--- config.mk ---
export PLATFORM = sky130hd
export DESIGN_NAME = turbo_iter_ctrl
export DESIGN_NICKNAME = d
export VERILOG_FILES = /design/src/rtl/turbo_pkg.sv /design/src/rtl/llr_sign_slicer.sv /design/src/rtl/turbo_iter_ctrl.sv
export SDC_FILE = /design/constraint.sdc
export NUM_CORES = 1
export LEC_CHECK = 0
export ABC_AREA = 1
export CORE_ASPECT_RATIO = 0.75
export CORE_MARGIN = 2
export CORE_UTILIZATION = 30
export CTS_CLUSTER_DIAMETER = 150
export CTS_CLUSTER_SIZE = 24
export DETAILED_ROUTE_END_ITERATION = 10
export GPL_ROUTABILITY_DRIVEN = 0
export PLACE_DENSITY = 0.64
export SKIP_LAST_GASP = 1
export SLEW_MARGIN = 20
export SYNTH_ARGS = -nofsm -noshare
export SYNTH_HDL_FRONTEND = slang
export SYNTH_SLANG_ARGS = --single-unit
--- constraint.sdc ---
create_clock -name clk_p_i -period 2.2 [get_ports clk_p_i]
set_input_delay 0.22 -clock clk_p_i [delete_from_list [all_inputs] [get_ports clk_p_i]]
set_output_delay 0.22 -clock clk_p_i [all_outputs]
set_load 0.01 [all_outputs]
--- src/rtl/turbo_pkg.sv ---
// Shared types and constants for the turbo decoder iteration control path.
// Holds the scheduler state encoding and the LLR-bus field slicing helper.
package turbo_pkg;

  localparam int N_BITS   = 7;
  localparam int LLR_W    = 10;
  localparam int MAX_ITER = 16;
  localparam int ITER_W   = 5;

  typedef enum logic [2:0] {
    IDLE,
    ISSUE,
    WAIT,
    UPDATE,
    FINISH
  } state_e;

  // MSB (sign bit) index of field i; field 0 occupies the top of the bus.
  function automatic int field_msb(input int i, input int n_bits, input int llr_w);
    return (n_bits - i) * llr_w - 1;
  endfunction

endpackage

--- src/rtl/llr_sign_slicer.sv ---
// Extracts the sign bit of every LLR field as a hard decision.
// Field i maps to output bit FIELDS-1-i, so field 0 lands in the MSB.
module llr_sign_slicer
  import turbo_pkg::*;
#(
  parameter int FIELDS  = N_BITS,
  parameter int FIELD_W = LLR_W
) (
  input  logic [FIELDS*FIELD_W-1:0] llr_i,
  output logic [FIELDS-1:0]         sign_o
);

  for (genvar gi = 0; gi < FIELDS; gi++) begin : g_sign
    assign sign_o[FIELDS-1-gi] = llr_i[field_msb(gi, FIELDS, FIELD_W)];
  end

  // Magnitude bits are intentionally dropped; only the signs matter here.
  logic unused_mag;
  assign unused_mag = ^llr_i;

endmodule

--- src/rtl/turbo_iter_ctrl.sv ---
// Half-iteration scheduler for the shared SISO engine: DEC1/DEC2 sequencing,
// iteration counting against a clamped limit, and hard-decision early stop.
module turbo_iter_ctrl #(
  parameter int MAX_ITER = turbo_pkg::MAX_ITER,
  parameter int N_BITS   = turbo_pkg::N_BITS,
  parameter int LLR_W    = turbo_pkg::LLR_W,
  parameter int ITER_W   = turbo_pkg::ITER_W
) (
  input  logic                    clk_p_i,
  input  logic                    reset_n_i,
  input  logic                    start_i,
  input  logic [ITER_W-1:0]       max_iter_i,
  input  logic                    early_stop_en_i,
  output logic                    siso_start_o,
  input  logic                    siso_finish_i,
  input  logic [N_BITS*LLR_W-1:0] siso_llr_i,
  output logic                    half_sel_o,
  output logic                    ext_we_o,
  output logic [N_BITS-1:0]       hard_o,
  output logic [ITER_W-1:0]       iter_o,
  output logic                    busy_o,
  output logic                    done_o,
  output logic                    early_o
);

  turbo_pkg::state_e state_q, state_d;

  logic [ITER_W-1:0] lim_q, lim_d;
  logic [ITER_W-1:0] iter_q, iter_d;
  logic [ITER_W-1:0] iter_inc;
  logic [ITER_W-1:0] lim_in;
  logic              early_en_q, early_en_d;
  logic              half_q, half_d;
  logic              early_q, early_d;
  logic [N_BITS-1:0] prev_hard_q, prev_hard_d;
  logic [N_BITS-1:0] hard_q, hard_d;
  logic [N_BITS-1:0] hard_new;
  logic              siso_start_q, siso_start_d;
  logic              ext_we_q, ext_we_d;
  logic              done_q, done_d;
  logic              busy_q, busy_d;

  llr_sign_slicer #(
    .FIELDS  (N_BITS),
    .FIELD_W (LLR_W)
  ) u_slicer (
    .llr_i  (siso_llr_i),
    .sign_o (hard_new)
  );

  assign iter_inc = iter_q + 1'b1;
  assign lim_in   = (max_iter_i == '0)                   ? ITER_W'(1) :
                    (max_iter_i > ITER_W'(MAX_ITER))     ? ITER_W'(MAX_ITER) :
                                                           max_iter_i;

  always_comb begin
    state_d     = state_q;
    lim_d       = lim_q;
    iter_d      = iter_q;
    early_en_d  = early_en_q;
    half_d      = half_q;
    early_d     = early_q;
    prev_hard_d = prev_hard_q;
    hard_d      = hard_q;

    case (state_q)
      turbo_pkg::IDLE: begin
        if (start_i) begin
          lim_d       = lim_in;
          early_en_d  = early_stop_en_i;
          iter_d      = '0;
          half_d      = 1'b0;
          early_d     = 1'b0;
          prev_hard_d = '0;
          state_d     = turbo_pkg::ISSUE;
        end
      end
      turbo_pkg::ISSUE: state_d = turbo_pkg::WAIT;
      turbo_pkg::WAIT: begin
        if (siso_finish_i) state_d = turbo_pkg::UPDATE;
      end
      turbo_pkg::UPDATE: begin
        if (!half_q) begin
          half_d  = 1'b1;
          state_d = turbo_pkg::ISSUE;
        end else begin
          iter_d      = iter_inc;
          hard_d      = hard_new;
          prev_hard_d = hard_new;
          // Early stop needs a previous DEC2 result to compare against.
          if (early_en_q && (iter_q != '0) && (hard_new == prev_hard_q)) begin
            early_d = 1'b1;
            state_d = turbo_pkg::FINISH;
          end else if (iter_inc == lim_q) begin
            state_d = turbo_pkg::FINISH;
          end else begin
            half_d  = 1'b0;
            state_d = turbo_pkg::ISSUE;
          end
        end
      end
      turbo_pkg::FINISH: state_d = turbo_pkg::IDLE;
      default:           state_d = turbo_pkg::IDLE;
    endcase

    // Strobes are decoded from the next state so they align with it.
    siso_start_d = (state_d == turbo_pkg::ISSUE);
    ext_we_d     = (state_d == turbo_pkg::UPDATE);
    done_d       = (state_d == turbo_pkg::FINISH);
    busy_d       = (state_d != turbo_pkg::IDLE);
  end

  always_ff @(posedge clk_p_i or negedge reset_n_i) begin
    if (!reset_n_i) begin
      state_q      <= turbo_pkg::IDLE;
      lim_q        <= '0;
      iter_q       <= '0;
      early_en_q   <= 1'b0;
      half_q       <= 1'b0;
      early_q      <= 1'b0;
      prev_hard_q  <= '0;
      hard_q       <= '0;
      siso_start_q <= 1'b0;
      ext_we_q     <= 1'b0;
      done_q       <= 1'b0;
      busy_q       <= 1'b0;
    end else begin
      state_q      <= state_d;
      lim_q        <= lim_d;
      iter_q       <= iter_d;
      early_en_q   <= early_en_d;
      half_q       <= half_d;
      early_q      <= early_d;
      prev_hard_q  <= prev_hard_d;
      hard_q       <= hard_d;
      siso_start_q <= siso_start_d;
      ext_we_q     <= ext_we_d;
      done_q       <= done_d;
      busy_q       <= busy_d;
    end
  end

  assign siso_start_o = siso_start_q;
  assign half_sel_o   = half_q;
  assign ext_we_o     = ext_we_q;
  assign hard_o       = hard_q;
  assign iter_o       = iter_q;
  assign busy_o       = busy_q;
  assign done_o       = done_q;
  assign early_o      = early_q;

endmodule

==> impl_results.html <==
<table>
<tr><th>Metric</th><th>Value</th></tr>
<tr><th colspan="2">Status</th></tr>
<tr><td>Result of the run</td><td>complete, no violations</td></tr>
<tr><th colspan="2">Floorplan</th></tr>
<tr><td>Core area</td><td>~5300 um2</td></tr>
<tr><td>Die width</td><td>89.0 um</td></tr>
<tr><td>Area of the die</td><td>6030 um2</td></tr>
<tr><td>Number of primary I/O pins</td><td>98</td></tr>
<tr><td>Number of standard-cell rows in the floorplan</td><td>23</td></tr>
<tr><td>Effective utilization at floorplan</td><td>0.307</td></tr>
<tr><td>Die Y</td><td>between 60 and 70 um</td></tr>
<tr><th colspan="2">Synth</th></tr>
<tr><td>Share of the yosys chip area belonging to registers</td><td>0.523</td></tr>
<tr><td>Synthesized area divided by synthesized cell count</td><td>8.38 um2</td></tr>
<tr><td>Synth area leaders</td><td>dfrtp_1 52%, nand2_1 14%, inv_1 7.2%, o22ai_1 2.7%, o21ai_0 2.5%</td></tr>
<tr><td>Synth top area share</td><td>0.523</td></tr>
<tr><td>Total of warnings raised by yosys</td><td>0</td></tr>
<tr><td>Nets in the synthesized netlist</td><td>276</td></tr>
<tr><td>Count of cell types in the netlist</td><td>26</td></tr>
<tr><td>Post-synthesis sequential element count</td><td>34</td></tr>
<tr><td>Dominant cell type by area after synthesis</td><td>dfrtp_1</td></tr>
<tr><td>Syn Inst Count</td><td>194</td></tr>
<tr><td>Synthesized area</td><td>1630 um2</td></tr>
<tr><th colspan="2">Power</th></tr>
<tr><td>Leakage Power</td><td>1.11 nW</td></tr>
<tr><td>Switching share of power</td><td>0.370</td></tr>
<tr><td>Clk pwr share</td><td>0.233</td></tr>
<tr><td>Register share of total power</td><td>0.346</td></tr>
<tr><td>VDD IR-drop max</td><td>0.350 mV</td></tr>
<tr><td>Internal Pwr Total</td><td>1.92 mW</td></tr>
<tr><td>Power Dens Cells</td><td>1380 nW/um2</td></tr>
<tr><td>Switching power total</td><td>1.12 mW</td></tr>
<tr><td>Combinational Power Share</td><td>0.422</td></tr>
<tr><th colspan="2">STA</th></tr>
<tr><td>Max Clock Skew</td><td>8.67 ps</td></tr>
<tr><td>Min cycle time layout</td><td>1830 ps</td></tr>
<tr><td>Slew at the pin closest to its max-slew limit</td><td>438 ps</td></tr>
<tr><td>Unrepaired setup endpoints after global routing</td><td>false</td></tr>
<tr><td>Final Hold Viols</td><td>0</td></tr>
<tr><td>Highest clock rate</td><td>0.546 GHz</td></tr>
<tr><td>Number of max-slew violations in the final report</td><td>0</td></tr>
<tr><td>Worst Hold Margin</td><td>342 ps</td></tr>
<tr><td>Ratio of final minimum period to clock period</td><td>0.832</td></tr>
<tr><td>Total negative slack for setup checks</td><td>0 ps</td></tr>
<tr><td>Max transition margin</td><td>0.708</td></tr>
<tr><td>Setup violations, final</td><td>0</td></tr>
<tr><th colspan="2">Detailed routing</th></tr>
<tr><td>Vias post-DR</td><td>1,339</td></tr>
<tr><td>Remaining design rule violation count</td><td>0</td></tr>
<tr><td>Starting DRT DRC Count</td><td>50</td></tr>
<tr><td>Average via count per standard cell</td><td>4.31</td></tr>
<tr><td>Post-detailed-route wirelength per cell</td><td>11.0 um</td></tr>
<tr><td>Number of iterations in the first detailed-routing pass</td><td>4</td></tr>
<tr><td>Post-detailed-routing wire length</td><td>around 3400 um</td></tr>
<tr><td>Antenna Violating Nets Remaining</td><td>0</td></tr>
<tr><th colspan="2">Hold path</th></tr>
<tr><td>Class of the tightest hold or removal check</td><td>primary input to async pin</td></tr>
<tr><th colspan="2">Global route</th></tr>
<tr><td>Antenna violations before repair</td><td>0</td></tr>
<tr><td>Overflow left after global routing</td><td>0</td></tr>
<tr><td>Largest net degree at the start of global routing</td><td>35</td></tr>
<tr><td>Wire length of the first global-routing pass</td><td>5680 um</td></tr>
<tr><td>All-Layer GR Usage</td><td>0.125</td></tr>
<tr><td>Via count of the first global-routing pass</td><td>1,269</td></tr>
<tr><th colspan="2">Clock network</th></tr>
<tr><td>Number of buffers between clock root and the deepest sink</td><td>2</td></tr>
<tr><td>Clock transition at the registers of the reported paths</td><td>approximately 80 ps</td></tr>
<tr><td>Max H-tree Level</td><td>2</td></tr>
<tr><td>TritonCTS clock tree</td><td>yes</td></tr>
<tr><td>Worst-skew pair later-pin latency</td><td>280 ps</td></tr>
<tr><td>Clock root buffer</td><td>clkbuf_8</td></tr>
<tr><td>Number of sinks driven by the clock tree</td><td>34</td></tr>
<tr><td>Number of buffers inserted by hold repair at cts</td><td>0</td></tr>
<tr><td>Post-cts resize count</td><td>0</td></tr>
<tr><td>Number of buffers added for setup after CTS</td><td>0</td></tr>
<tr><td>TritonCTS Buffers</td><td>5</td></tr>
<tr><th colspan="2">Worst setup path</th></tr>
<tr><td>Required time at the worst-slack endpoint</td><td>approximately 2400 ps</td></tr>
<tr><td>Critical path endpoint category</td><td>flip-flop</td></tr>
<tr><td>Cell type of the slowest stage on the worst timing path</td><td>dfrtp_1</td></tr>
<tr><td>Sequence of cells on the critical path</td><td>inv_2 -&gt; ha_1 -&gt; inv_1 -&gt; nand2_1 -&gt; nand2_1 -&gt; nor2_2 -&gt; nand2_1 -&gt; nor2_2 -&gt; nand3_2 -&gt; nand2_2 -&gt; nand2_2 -&gt; a21oi_2 -&gt; nand2_1</td></tr>
<tr><td>R2R Path Start</td><td>iter_o[0]</td></tr>
<tr><td>Kind of start point of the critical path</td><td>flip-flop</td></tr>
<tr><td>Arrival time worst endpoint</td><td>2010 ps</td></tr>
<tr><td>Most used cell along the critical path</td><td>nand2_1</td></tr>
<tr><td>Critical path origin</td><td>iter_o[0]</td></tr>
<tr><td>RR Endpoint</td><td>busy_o</td></tr>
<tr><td>Number of cells traversed by the worst register-to-register path</td><td>13</td></tr>
<tr><td>Highest net fanout along the worst path</td><td>6</td></tr>
<tr><td>Maximum single-stage delay on the critical path</td><td>460 ps</td></tr>
<tr><td>Slack of the worst reg-to-reg path</td><td>around 370 ps</td></tr>
<tr><td>Worst setup path class</td><td>flip-flop to flip-flop</td></tr>
<tr><td>Worst Setup EP</td><td>busy_o</td></tr>
<tr><th colspan="2">Placed design</th></tr>
<tr><td>Dpl cell area</td><td>2060 um2</td></tr>
<tr><td>Number of placed instances with taps included</td><td>303</td></tr>
<tr><td>Number of buffer cells added on primary ports</td><td>34</td></tr>
<tr><td>Post-DP HPWL</td><td>2560 um</td></tr>
<tr><th colspan="2">Cells and area</th></tr>
<tr><td>Post-route insts no fill</td><td>311</td></tr>
<tr><td>Total area of multi-input combinational cells</td><td>around 630 um2</td></tr>
<tr><td>Fraction of final layout cells sized beyond drive strength 1</td><td>0.127</td></tr>
<tr><td>Antenna fix cells</td><td>0</td></tr>
<tr><td>Final Core Density</td><td>0.415</td></tr>
<tr><td>Area delta synth-&gt;final</td><td>35.2%</td></tr>
<tr><td>Layout Nets</td><td>317</td></tr>
<tr><td>Layout Cell Area excl Fill</td><td>between 2000 and 2500 um2</td></tr>
<tr><td>Sequential standard cell area</td><td>851 um2</td></tr>
<tr><td>Filler cell count in the final layout</td><td>575</td></tr>
<tr><th colspan="2">Run</th></tr>
<tr><td># Max-Cap Violations</td><td>0</td></tr>
</table>
==> power groups by stage <==
stage | clock, mW | sequential (mW) | combinational [mW]
6_report | 0.708 | 1.05 | 1.28
4_1_cts | 0.726 | 1.06 | 1.30
2_1_floorplan | 0 | 1.10 | 0.757
5_1_grt | 0.752 | 1.09 | 1.44
3_5_place_dp | 0 | 1.07 | 1.29
3_3_place_gp | 0 | 1.06 | 1.27
==> metrics by stage <==
| step | setup WS (ps) | power, mW |
|---|---|---|
| after floorplan | 555 | 1.86 |
| after global placement | 433 | 2.33 |
| after detailed placement | 359 | 2.36 |
| after CTS | 346 | 3.09 |
| after global routing | 193 | 3.28 |
| final | 369 | 3.04 |
==> kinds of logic (layout without fill, tap and decap cells) <==
| logic type | Yosys count | after routing | synth area share |
|---|---|---|---|
| adders and majority gates | 2 | 2 | 0.0154 |
| xor gates and xnor gates | 2 | 2 | 0.0108 |
| DFF | 34 | 34 | 0.523 |
| buffers and inverters | 37 | 79 | 0.0900 |
| and+or+nand+nor | 95 | 95 | 0.271 |
| AOI/OAI and AO/OA | 24 | 24 | 0.0900 |
==> worst min-delay path by stage <==
stage | start | end | slack, ps
detailed placement | hard_o[0] | hard_o[0] | 460
CTS | reset_n_i | lim_q[4] | 360
finish | reset_n_i | lim_q[4] | 340
global route | reset_n_i | lim_q[4] | 410
global placement | hard_o[3] | hard_o[3] | 460
floorplan | reset_n_i | busy_o | -80
==> cell usage in the layout, fill, tap and decap left out <==
| master | count |
|---|---|
| nand2_1 | 61 |
| dfrtp_1 | 34 |
| clkdlybuf4s50_1 | 34 |
| inv_1 | 31 |
| nor2_1 | 10 |
| o21ai_0 | 8 |
| o22ai_1 | 7 |
| nand2_2 | 6 |
| clkbuf_8 | 6 |
| inv_2 | 5 |
| nand4_1 | 5 |
| nand3_1 | 5 |
| nor2_2 | 2 |
| nand3_2 | 2 |
| xor2_1 | 2 |
| a21oi_2 | 2 |
| a21oi_1 | 2 |
| ha_1 | 2 |
| bufinv_16 | 2 |
| o21ai_2 | 1 |
| a21boi_0 | 1 |
| o211ai_1 | 1 |
| nor2_4 | 1 |
| nor3_1 | 1 |
| nor2_8 | 1 |
| nand2_4 | 1 |
| o21ai_1 | 1 |
| a31oi_1 | 1 |
| buf_4 | 1 |
==> registers in the layout, indices dropped and copies added (netlist names) <==
signal and count:
ext_we_o 1, half_sel_o 1, hard_o 7, lim_q 5, busy_o 1, siso_start_o 1
early_en_q 1, early_o 1, state_q 3, iter_o 5, done_o 1, prev_hard_q 7
==> cell type report <==
type,instances,share of cell area
Clock buffer,6,0.0375
Clock inverter,2,0.0273
Inverter,36,0.0614
Multi-Input combinational cell,123,0.286
Sequential cell,34,0.387
Tap cell,75,0.0427
Timing Repair Buffer,35,0.158
==> routing by layer <==
layer	up-vias	global-route usage	share of wire
met5	-	0	0
met2	25	0.190	0.45
met3	4	0.0403	0.049
li1	686	-	-
met4	0	0.0448	0.011
met1	624	0.168	0.49
==> cells in the mapped netlist, drive strengths merged <==
cell type and instances:
buf 1, o21ai 10, a31oi 1, o22ai 7
inv 36, xor2 2, dfrtp 34, o211ai 1
nor2 14, nand3 7, ha 2, a21boi 1
nand4 5, nor3 1, nand2 68, a21oi 4
==> critical path, delay by kind of cell, from the launching register on <==
| kind | cells | cell delay [ps] |
|---|---|---|
| fa+ha+maj | 1 | 320 |
| compound gates | 1 | 140 |
| buf+inv | 2 | 140 |
| simple gates | 9 | 660 |
| flops | 1 | 460 |
(Power assumes the default switching activity.)
